--- src/rtl/pipeline_control_pkg.sv ---
// Shared decode tables for pipeline_control: opcodes, funct codes, ALU-op codes,
// control-bundle field positions and the control FSM state type.
package pipeline_control_pkg;

    localparam int OP_W  = 6;
    localparam int REG_W = 5;
    localparam int ALU_W = 3;
    localparam int CNT_W = 4;

    localparam logic [OP_W-1:0] OP_RTYPE = 6'b000000;
    localparam logic [OP_W-1:0] OP_J     = 6'b000010;
    localparam logic [OP_W-1:0] OP_BEQ   = 6'b000100;
    localparam logic [OP_W-1:0] OP_BNE   = 6'b000101;
    localparam logic [OP_W-1:0] OP_ADDI  = 6'b001000;
    localparam logic [OP_W-1:0] OP_LW    = 6'b100011;
    localparam logic [OP_W-1:0] OP_SW    = 6'b101011;

    localparam logic [OP_W-1:0] FN_ADD = 6'b100000;
    localparam logic [OP_W-1:0] FN_SUB = 6'b100010;
    localparam logic [OP_W-1:0] FN_AND = 6'b100100;
    localparam logic [OP_W-1:0] FN_OR  = 6'b100101;
    localparam logic [OP_W-1:0] FN_MUL = 6'b011000;

    localparam logic [ALU_W-1:0] ALU_AND = 3'b000;
    localparam logic [ALU_W-1:0] ALU_OR  = 3'b001;
    localparam logic [ALU_W-1:0] ALU_ADD = 3'b010;
    localparam logic [ALU_W-1:0] ALU_MUL = 3'b011;
    localparam logic [ALU_W-1:0] ALU_SUB = 3'b110;

    // EX bundle = {ALUop, ALUsrc, RegDst}
    localparam int EX_REGDST_BIT = 0;
    localparam int EX_ALUSRC_BIT = 1;
    localparam int EX_ALUOP_LSB  = 2;

    // MEM bundle = {MEM_cs, MEM_we}; WB bundle = {WB_mux, Reg_we}
    localparam logic [1:0] MEM_NONE   = 2'b00;
    localparam logic [1:0] MEM_LOAD   = 2'b10;
    localparam logic [1:0] MEM_STORE  = 2'b11;
    localparam logic [1:0] WB_ALU_REG = 2'b11;
    localparam logic [1:0] WB_MEM_REG = 2'b01;
    localparam logic [1:0] WB_STORE   = 2'b10;

    // PC_ctrl = {taken, jump/branch-select}
    localparam logic [1:0] PC_SEQ    = 2'b00;
    localparam logic [1:0] PC_JUMP   = 2'b10;
    localparam logic [1:0] PC_BRANCH = 2'b11;

    typedef enum logic [1:0] {
        RUN      = 2'd0,
        LU_STALL = 2'd1,
        MUL_BUSY = 2'd2
    } state_t;

endpackage

--- src/rtl/pipeline_decode.sv ---
// Combinational ID-stage decode: op/func/is_equal -> EX/MEM/WB bundles, PC select, illegal.
// Macro PIPE_CTRL_BNE_EN enables BNE as a branch; otherwise BNE decodes as illegal.
module pipeline_decode
    import pipeline_control_pkg::*;
#(
    parameter int ALUOP_W = 3
) (
    input  logic [OP_W-1:0]    op_i,
    input  logic [OP_W-1:0]    func_i,
    input  logic               is_equal_i,
    output logic [ALUOP_W+1:0] ex_o,
    output logic [1:0]         mem_o,
    output logic [1:0]         wb_o,
    output logic [1:0]         pc_o,
    output logic               is_mul_o,
    output logic               illegal_o
);

    logic [ALU_W-1:0] alu_op;
    logic             alu_src;
    logic             reg_dst;
    logic             writes;

    always_comb begin
        alu_op    = '0;
        alu_src   = 1'b0;
        reg_dst   = 1'b0;
        writes    = 1'b0;
        mem_o     = MEM_NONE;
        wb_o      = '0;
        pc_o      = PC_SEQ;
        is_mul_o  = 1'b0;
        illegal_o = 1'b0;
        case (op_i)
            OP_RTYPE: begin
                writes = 1'b1;
                case (func_i)
                    FN_ADD:  alu_op = ALU_ADD;
                    FN_SUB:  alu_op = ALU_SUB;
                    FN_AND:  alu_op = ALU_AND;
                    FN_OR:   alu_op = ALU_OR;
                    FN_MUL: begin
                        alu_op   = ALU_MUL;
                        is_mul_o = 1'b1;
                    end
                    default: begin
                        writes    = 1'b0;
                        illegal_o = 1'b1;
                    end
                endcase
                if (writes) begin
                    reg_dst = 1'b1;
                    wb_o    = WB_ALU_REG;
                end
            end
            OP_ADDI: begin
                alu_op  = ALU_ADD;
                alu_src = 1'b1;
                wb_o    = WB_ALU_REG;
            end
            OP_LW: begin
                alu_op  = ALU_ADD;
                alu_src = 1'b1;
                mem_o   = MEM_LOAD;
                wb_o    = WB_MEM_REG;
            end
            OP_SW: begin
                alu_op  = ALU_ADD;
                alu_src = 1'b1;
                mem_o   = MEM_STORE;
                wb_o    = WB_STORE;
            end
            OP_J:   pc_o = PC_JUMP;
            OP_BEQ: pc_o = is_equal_i ? PC_BRANCH : PC_SEQ;
`ifdef PIPE_CTRL_BNE_EN
            OP_BNE: pc_o = is_equal_i ? PC_SEQ : PC_BRANCH;
`else
            OP_BNE: illegal_o = 1'b1;
`endif
            default: illegal_o = 1'b1;
        endcase
    end

    always_comb begin
        ex_o = '0;
        ex_o[EX_REGDST_BIT] = reg_dst;
        ex_o[EX_ALUSRC_BIT] = alu_src;
        ex_o[ALUOP_W+EX_ALUOP_LSB-1:EX_ALUOP_LSB] = ALUOP_W'(alu_op);
    end

endmodule

--- src/rtl/pipeline_control.sv ---
// ID-stage pipeline controller: ID/EX control bundle registers, load-use and
// multi-cycle MUL interlocks, branch/jump redirect. See pipeline_decode for PIPE_CTRL_BNE_EN.
module pipeline_control
    import pipeline_control_pkg::*;
#(
    parameter int ALUOP_W = 3,
    parameter int MUL_LAT = 3
) (
    input  logic               clk_i,
    input  logic               rst_i,
    input  logic               valid_i,
    input  logic [OP_W-1:0]    op_i,
    input  logic [OP_W-1:0]    func_i,
    input  logic [REG_W-1:0]   rs_i,
    input  logic [REG_W-1:0]   rt_i,
    input  logic               is_equal_i,
    output logic [1:0]         PC_ctrl_o,
    output logic [ALUOP_W+1:0] EX_ctrl_o,
    output logic [1:0]         MEM_ctrl_o,
    output logic [1:0]         WB_ctrl_o,
    output logic               stall_o,
    output logic               flush_o,
    output logic               illegal_o
);

    logic [ALUOP_W+1:0] dec_ex;
    logic [1:0]         dec_mem, dec_wb, dec_pc;
    logic               dec_mul, dec_illegal;

    pipeline_decode #(.ALUOP_W(ALUOP_W)) u_decode (
        .op_i       (op_i),
        .func_i     (func_i),
        .is_equal_i (is_equal_i),
        .ex_o       (dec_ex),
        .mem_o      (dec_mem),
        .wb_o       (dec_wb),
        .pc_o       (dec_pc),
        .is_mul_o   (dec_mul),
        .illegal_o  (dec_illegal)
    );

    state_t             state_q, state_nxt;
    logic [CNT_W-1:0]   cnt_q, cnt_nxt;
    logic [ALUOP_W+1:0] ex_q, ex_nxt;
    logic [1:0]         mem_q, mem_nxt, wb_q, wb_nxt;
    logic [REG_W-1:0]   ex_rt_q, ex_rt_nxt;
    logic               stall, load_use, issue;

    always_ff @(posedge clk_i or posedge rst_i) begin
        if (rst_i) begin
            state_q <= RUN;
            cnt_q   <= '0;
            ex_q    <= '0;
            mem_q   <= '0;
            wb_q    <= '0;
            ex_rt_q <= '0;
        end else begin
            state_q <= state_nxt;
            cnt_q   <= cnt_nxt;
            ex_q    <= ex_nxt;
            mem_q   <= mem_nxt;
            wb_q    <= wb_nxt;
            ex_rt_q <= ex_rt_nxt;
        end
    end

    always_comb begin
        state_nxt = state_q;
        cnt_nxt   = cnt_q;
        ex_nxt    = ex_q;
        mem_nxt   = mem_q;
        wb_nxt    = wb_q;
        ex_rt_nxt = ex_rt_q;
        stall     = 1'b0;
        load_use  = 1'b0;
        issue     = 1'b0;
        if (state_q == MUL_BUSY) begin
            // EX stays occupied by the MUL: bundle and rt hold, front end stalls
            stall   = 1'b1;
            cnt_nxt = cnt_q - 1'b1;
            if (cnt_nxt == '0)
                state_nxt = RUN;
        end else begin
            load_use = valid_i && (mem_q == MEM_LOAD) && (wb_q == WB_MEM_REG) &&
                       (ex_rt_q != '0) && (ex_rt_q == rs_i || ex_rt_q == rt_i);
            stall     = load_use;
            issue     = valid_i && !load_use && !dec_illegal;
            ex_nxt    = issue ? dec_ex  : '0;
            mem_nxt   = issue ? dec_mem : '0;
            wb_nxt    = issue ? dec_wb  : '0;
            ex_rt_nxt = issue ? rt_i    : '0;
            state_nxt = RUN;
            if (load_use) begin
                state_nxt = LU_STALL;
            end else if (issue && dec_mul && MUL_LAT > 1) begin
                state_nxt = MUL_BUSY;
                cnt_nxt   = CNT_W'(MUL_LAT - 1);
            end
        end
    end

    logic front_ok;
    assign front_ok   = valid_i && !stall && !rst_i;
    assign stall_o    = stall && !rst_i;
    assign PC_ctrl_o  = front_ok ? dec_pc : PC_SEQ;
    assign flush_o    = front_ok && (dec_pc != PC_SEQ);
    assign illegal_o  = front_ok && dec_illegal;
    assign EX_ctrl_o  = ex_q;
    assign MEM_ctrl_o = mem_q;
    assign WB_ctrl_o  = wb_q;

endmodule
--- config.mk ---
export PLATFORM = sky130hd
export DESIGN_NAME = pipeline_control
export DESIGN_NICKNAME = d
export VERILOG_FILES = /design/src/rtl/pipeline_control_pkg.sv /design/src/rtl/pipeline_decode.sv /design/src/rtl/pipeline_control.sv
export SDC_FILE = /design/constraint.sdc
export NUM_CORES = 1
export LEC_CHECK = 0
export CORE_ASPECT_RATIO = 1.4
export CORE_MARGIN = 2
export CORE_UTILIZATION = 35
export DETAILED_ROUTE_END_ITERATION = 6
export PLACE_DENSITY_LB_ADDON = 0.05
export SYNTH_ARGS = -nofsm -noshare
export SYNTH_HDL_FRONTEND = slang
export SYNTH_SLANG_ARGS = --single-unit
export TNS_END_PERCENT = 10
--- constraint.sdc ---
create_clock -name clk_i -period 2 [get_ports clk_i]
set_input_delay 0.4 -clock clk_i [delete_from_list [all_inputs] [get_ports clk_i]]
set_output_delay 0.4 -clock clk_i [all_outputs]
set_load 0.03 [all_outputs]
==> results of run 1 <==
-- how the worst max path moves through the flow --
stage	endpoint	from	slack, ps
global placement	illegal_o	op_i[1]	-490
detailed placement	PC_ctrl_o[1]	op_i[0]	-530
floorplan	PC_ctrl_o[1]	ex_rt_q[1]	-290
finish	illegal_o	ex_rt_q[2]	-420
CTS	PC_ctrl_o[0]	ex_rt_q[1]	-430
global route	PC_ctrl_o[0]	ex_rt_q[2]	-490
-- critical path: stages, from the launching register on --
cell and delay (ps):
dfrtp_1 390, or4_4 550, o2111ai_4 270, nand2_4 120, buf_6 140, nor3_4 150
buf_6 150
-- registers in the layout (all words and copies together) (netlist names) --
| name | cells |
|---|---|
| cnt_q | 4 |
| MEM_ctrl_o | 2 |
| ex_rt_q | 5 |
| WB_ctrl_o | 2 |
| EX_ctrl_o | 5 |
| state_q | 2 |
-- per-layer routing --
metal  vias up  wire length [µm]  track usage
li1        623                 -            -
met4         0                43       0.0714
met3         4               121       0.0185
met2        33              1960        0.315
met5         -                 0            0
met1       608              1410        0.203
-- cells in the mapped netlist, types with 2 or more instances --
cell       n  area, µm²
nand2_1   18       67.6
ha_1       2       25.0
a32o_1     5       50.1
nand2b_1   3       18.8
or3_1      3       18.8
nor4b_1    2       17.5
inv_1      4       15.0
a22o_1     5       43.8
a31oi_1    3       18.8
buf_6      2       22.5
nand4_1    2       12.5
o21ai_1    3       15.0
nor4bb_1   2       20.0
a21o_1     2       15.0
o21ai_0    6       30.0
clkbuf_1   3       11.3
xor2_1     2       17.5
nand3_1    4       20.0
nor2_1     4       15.0
xnor2_1   11       96.3
o31ai_2    3       37.5
nor3_1     2       10.0
dfrtp_1   20        500
o21a_1     2       15.0
-- what timing repair did --
action / in CTS / in global routing
gates resized for setup: 16 / 18
setup endpoints to repair: 19 / 23
buffers inserted: 2 / 1
pin swaps: 6 / 11
-- metrics by stage --
| stage | power [mW] | hold WS (ps) | area [µm²] | util | setup TNS, ps |
|---|---|---|---|---|---|
| finish | 0.966 | 434 | 2140 | 0.588 | -2940 |
| global placement | 0.646 | 470 | 1940 | 0.532 | -8650 |
| global route | 1.02 | 445 | 2140 | 0.588 | -4950 |
| CTS | 0.967 | 494 | 2050 | 0.564 | -2960 |
| detailed placement | 0.652 | 477 | 1940 | 0.532 | -9560 |
| floorplan | 0.543 | 372 | 1350 | - | -982 |
-- cell type report --
type / instances / area (µm²)
tap: 42 / 52.6
sequential: 20 / 500
inverter: 4 / 15.0
multi-input combinational: 102 / 875
fill: 336 / 1500
clock buffer: 4 / 55.1
timing repair buffer: 68 / 643
-- power by group --
part           total [mW]  switching (mW)  internal, mW  leakage, nW
Sequential          0.427          0.0116         0.415        0.273
Clock               0.307           0.131         0.175       0.0288
Combinational       0.233           0.105         0.128        0.681
Total               0.966           0.248         0.719        0.983
-- kinds of logic (layout without fill, tap and decap cells) --
family                   Yosys count  after routing  synth area share
buffers and inverters             10             76            0.0407
AND/OR/NAND/NOR                   52             52             0.255
XOR/XNOR                          13             13            0.0861
adder cells (fa/ha/maj)            2              2            0.0189
multiplexers                       1              1           0.00851
flip-flops                        20             20             0.378
AO/OA/AOI/OAI                     34             34             0.212
-- cells in the final DEF, fill, tap and decap left out, types with 3 or more instances in the layout --
cell             instances
buf_6                    8
clkdlybuf4s50_1         24
nand3_1                  4
inv_1                    4
buf_4                   25
dfrtp_1                 20
nand2_1                 17
o31ai_2                  3
o21ai_0                  5
nand2b_1                 3
or3_1                    3
dlymetal6s2s_1           6
nor2_1                   4
a32o_1                   5
xnor2_1                  9
o21ai_1                  4
a22o_1                   5
clkbuf_8                 4
dlygate4sd2_1            4
==> metrics.md, run 1 <==
| Metric | Value |
|---|---|
| Worst r2r dst | EX_ctrl_o[4] |
| # Max-Cap Violations | 0 |
| HPWL Detailed | about 2800 µm |
| Hold_buf cts | 0 |
| Final worst slack | -419 ps |
| Die area | around 4300 µm² |
| Rows | 26 |
| Diode count | 0 |
| I/O pin count | 40 |
| Clock Skews | a little under 6 ps |
| CTS root buffer | clkbuf_8 |
| 1st-iter DRT viols | 31 |
| Core ar. | about 3600 µm² |
| Worst setup SP type | flip-flop |
| Hold Path Cell Cnt | 2 |
| CTS tree | yes |
| Worst R2R Start | ex_rt_q[2] |
| Post-Synthesis Cells | between 100 and 150 |
| R2R depth | 7 |
| Vias in the first global route | 1360 |
| Top FF cell, synth | dfrtp_1 |
| Syn nets | 160 |
| RSZ-0062 raised after global routing | yes |
| Worst hold endpoint | ex_rt_q[0] |
| Worst-skew pair later-pin latency | 260 ps |
| Die H | between 70 and 80 µm |
| Synth warn | 0 |
| Clock sinks | 20 |
| Final hold vios | 0 |
| PortBufs | 39 |
| Register-to-register setup slack | 0 ps |
| First-pass DRT Iterations | 4 |
| Static leakage | approximately 1 nW |
| Signal arrival time at the worst endpoint | 2020 ps |
| Distinct cells, synth | 43 |
| Hold path start | rt_i[0] |
| Tmin final | around 2400 ps |
| Status | complete, but fails checks |
| Synth Area per Inst | between 10 and 15 µm² |
| Clock buffer depth | 2 |
| Max_slew headroom | 0.739 |
| Crit Path Max Fanout | 4 |
| Global-route wire length before repair | between 6000 and 7000 µm |
| Via count | between 1000 and 1500 |
| Number of synthesized flops with an enable pin | 0 |
| Pwr/cell area | 451 nW/µm² |
| Routability cong. | a little under 0.8 |
| Max Freq | just over 0.4 GHz |
| Yosys reg bits | 20 |
| Routed Antenna Nets | 0 |
| Layout Cells excl Fill | between 200 and 250 |
| Worst-path clk slew | roughly 70 ps |
| Final #Nets | 227 |
| WL per Instance | 14.7 µm |
| DRC | 0 |
| Pin count of the biggest net entering global routing | 21 |
| Ys async rst share | 1.00 |
| Sequential share of the synthesized area | 0.378 |
| Place WS | -528 ps |
| Data required, critical path | ~1600 ps |
| Initial antenna violation count | 0 |
| Routed wire length | 3540 µm |
| Final setup vio count | 16 |
| Max H-tree Level | 1 |
| Crit. End Element | output port |
| Num CTS Buffers | 3 |
| Drt via density | between 5 and 6 |
| All-Layer GR Usage | 0.173 |
| Layout cells sized above 1 | 0.323 |
| Placed cell count | between 200 and 250 |
| Worst slew pin tran | 391 ps |
| Worst VDD drop | about 0.3 mV |
| Worst Hold Class | input pin to flip-flop |
| Initial cell density of the core | 0.363 |
| Final slew viol count | 0 |
| Die W | ~56 µm |
| Area of the mapped netlist | between 1000 and 1500 µm² |
| Failing checks | setup timing |
| Synth-to-layout area growth | 61.9% |
| Total congestion overflow | 0 |
| Fin crit share | 1.21 |
| WS Path Type | flip-flop to output port |
No activity file was read; power rests on OpenSTA's default activity.
==> run 2: changes to the inputs <==
- CORE_MARGIN: 2 -> unset
- HOLD_SLACK_MARGIN: unset -> 0.06
- clock period: 2 -> 3 ns (I/O delays scaled with it)
==> run 2 against run 1 <==
  * The run ends with DRC left
  * Total power is 30% lower
  * Worst hold slack better by 56 ps
  * Critical path depth is 1 higher
  * Via count is 6.1% lower
  * Setup slack better by 530 ps
  * Critical path type is now input pin to output port
  * Highest routed layer unchanged
==> metrics.md, run 2 (same netlist as run 1, synthesis figures left out) <==
| Metric | Value |
|---|---|
| Status | complete, but fails checks (unchanged) |
| Failing checks | DRC (was setup timing) |
| DRC | 1 (was 0) |
| Clock buffer depth | 2 (unchanged) |
| Vias in the first global route | 1225 (was 1360) |
| Clock share of power | 0.394 (was 0.317) |
| FILL cells | 364 (was 336) |
| Final slew viol count | 0 (unchanged) |
| Crit path max-delay cell type | clkdlybuf4s50_1 (was or4_4) |
| Worst-skew pair later-pin latency | 250 ps (was 260 ps) |
| Register-to-register setup slack | 1040 ps (was 0 ps) |
| Routed Antenna Nets | 0 (unchanged) |
| Clock Skews | 1.25 ps (was 5.94 ps) |
| Die area | 4030 µm² (was 4290 µm²) |
| Crit path from | op_i[5] (was ex_rt_q[2]) |
| Worst R2R Start | ex_rt_q[0] (was ex_rt_q[2]) |
| Crit path depth | 7 (was 6) |
| Final setup vio count | 0 (was 16) |
| Register share of total power | 0.420 (was 0.442) |
| Worst-path clk slew | 80 ps (was 70 ps) |
| HPWL Detailed | 2520 µm (was 2760 µm) |
| Rows | 26 (unchanged) |
| Routability cong. | 0.760 (was 0.795) |
| Worst path bufs/invs | 2 (unchanged) |
| Int Power | 522 µW (was 719 µW) |
| CP Cell Sequence | clkdlybuf4s50_1 -> and3_4 -> a2111oi_1 -> a211oi_1 -> a21o_1 -> nor3_1 -> buf_4 (was or4_4 -> o2111ai_4 -> nand2_4 -> buf_6 -> nor3_4 -> buf_6) |
| Total congestion overflow | 0 (unchanged) |
| Clock sinks | 20 (unchanged) |
| CTS tree | yes (unchanged) |
| WL per Instance | 14.6 µm (was 14.7 µm) |
| Max Freq | between 0.3 and 0.4 GHz |
| PortBufs | 39 (unchanged) |
| Data required, critical path | 2400 ps (was 1600 ps) |
| # Max-Cap Violations | 0 (unchanged) |
| Worst r2r dst | MEM_ctrl_o[1] (was EX_ctrl_o[4]) |
| Worst VDD drop | 0.203 mV (was 0.307 mV) |
| Crit-path leading delay family | buffers and inverters (was simple AND/OR/NAND/NOR gates) |
| Num CTS Buffers | 3 (unchanged) |
| Final #Nets | 205 (was 227) |
| Tmin final | between 2000 and 3000 ps |
| Pwr/cell area | 368 nW/µm² (was 451 nW/µm²) |
| Crit path to | illegal_o (unchanged) |
| RSZ-0062 raised after global routing | no (was yes) |
| Worst slew pin tran | 750 ps (was 391 ps) |
| Pin count of the biggest net entering global routing | 21 (unchanged) |
| Initial antenna violation count | 0 (unchanged) |
| Worst setup SP type | input pin (was flip-flop) |
| Die H | 74.7 µm (was 76.7 µm) |
| Switching share of total power | 0.233 (was 0.256) |
| First-pass DRT Iterations | 6 (was 4) |
| Crit Path Max Fanout | 5 (was 4) |
| Most common cell after layout, fill and taps aside | clkdlybuf4s50_1 (was buf_4) |
| Global-route wire length before repair | 5200 µm (was 6030 µm) |
| CTS root buffer | clkbuf_8 (unchanged) |
| Total Power | 681 µW (was 966 µW) |
| Die W | 54.0 µm (was 56.0 µm) |
| Drt via density | 5.46 (was 5.28) |
| Psw | 158 µW (was 248 µW) |
| Commonest cells after routing, fill and taps aside | clkdlybuf4s50_1, dfrtp_1, nand2_1, buf_4, xnor2_1 (was buf_4, clkdlybuf4s50_1, dfrtp_1, nand2_1, xnor2_1) |
| I/O pin count | 40 (unchanged) |
| Crit. End Element | output port (unchanged) |
| Fin crit share | 0.962 |
| Static leakage | 0.773 nW (was 0.983 nW) |
| Max_slew headroom | 0.499 (was 0.739) |
| Hold_buf cts | 0 (unchanged) |
| Fin Hold WS | 490 ps (was 434 ps) |
| Max H-tree Level | 1 (unchanged) |
| Signal arrival time at the worst endpoint | 2290 ps (was 2020 ps) |
| Final TNS setup | 0 ps (was -2940 ps) |
| Via count | 1191 (was 1268) |
| R2R depth | 7 (unchanged) |
| Final hold vios | 0 (unchanged) |
| 1st-iter DRT viols | 16 (was 31) |
| Synth-to-layout area growth | 39.6% (was 61.9%) |
| Core Util, Final | 0.507 (was 0.588) |
| Worst Hold Class | flip-flop to flip-flop (was input pin to flip-flop) |
| Core ar. | 3640 µm² (unchanged) |
| Layout cells sized above 1 | 0.170 (was 0.323) |
| Routed wire length | 3180 µm (was 3540 µm) |
| CP peak stage delay | 480 ps (was 550 ps) |
| Diode count | 0 (unchanged) |
| WS Path Type | input pin to output port (was flip-flop to output port) |
| All-Layer GR Usage | 0.174 (was 0.173) |
| Gate power share | 0.186 (was 0.241) |
| Initial cell density of the core | 0.363 (unchanged) |
[run 2: final cells by class]
cell class	count	area [µm²]	share of cell area
multi-input combinational	102	777	0.421
sequential	20	500	0.271
timing repair buffer	46	430	0.233
tap	42	52.6	0.0285
clock buffer	3	41.3	0.0224
clock inverter	1	30.0	0.0163
inverter	4	15.0	0.00813
[run 2: metrics by stage]
stage	std cells	worst slack [ps]	area [µm²]
final	218	114	1850
after global routing	218	7.69	1850
after CTS	218	79.4	1840
after detailed placement	214	82.8	1770
after global placement	214	108	1770
after floorplan	132	251	1330
[run 2: worst reg2reg max path: cells and delay by family, from the launching register on]
| family | cells | cell delay, ps |
|---|---|---|
| compound gates | 3 | 680 |
| flops | 1 | 460 |
| simple gates | 2 | 310 |
| buf+inv | 1 | 200 |
| xor+xnor | 1 | 190 |
[run 2: power groups by stage]
stage | Clock [mW] | Combinational, mW | Sequential, mW
floorplan | 0 | 0.0691 | 0.290
global route | 0.283 | 0.140 | 0.287
global placement | 0 | 0.124 | 0.291
finish | 0.268 | 0.127 | 0.286
CTS | 0.274 | 0.128 | 0.286
detailed placement | 0 | 0.127 | 0.291
[run 2: worst min-delay path by stage]
stage                            start            to  slack [ps]  cells after the start
final                     EX_ctrl_o[4]  EX_ctrl_o[4]         490                      2
after global routing      EX_ctrl_o[2]  EX_ctrl_o[2]         520                      2
after CTS                 EX_ctrl_o[4]  EX_ctrl_o[4]         490                      2
after detailed placement  EX_ctrl_o[4]  EX_ctrl_o[4]         480                      2
after global placement    EX_ctrl_o[4]  EX_ctrl_o[4]         470                      2
after floorplan               cnt_q[1]      cnt_q[1]         540                      2
[run 2: metal layers]
metal	vias to the layer above	track usage	routed length, µm
met5	-	0	0
met1	571	0.183	1280
met2	38	0.337	1700
met4	0	0.0526	30
met3	2	0.0263	166
li1	580	-	-
[run 2: repair_timing]
action,CTS,global route
gates resized for setup,0,1
endpoints found under the setup margin,0,1
buffers inserted,0,0
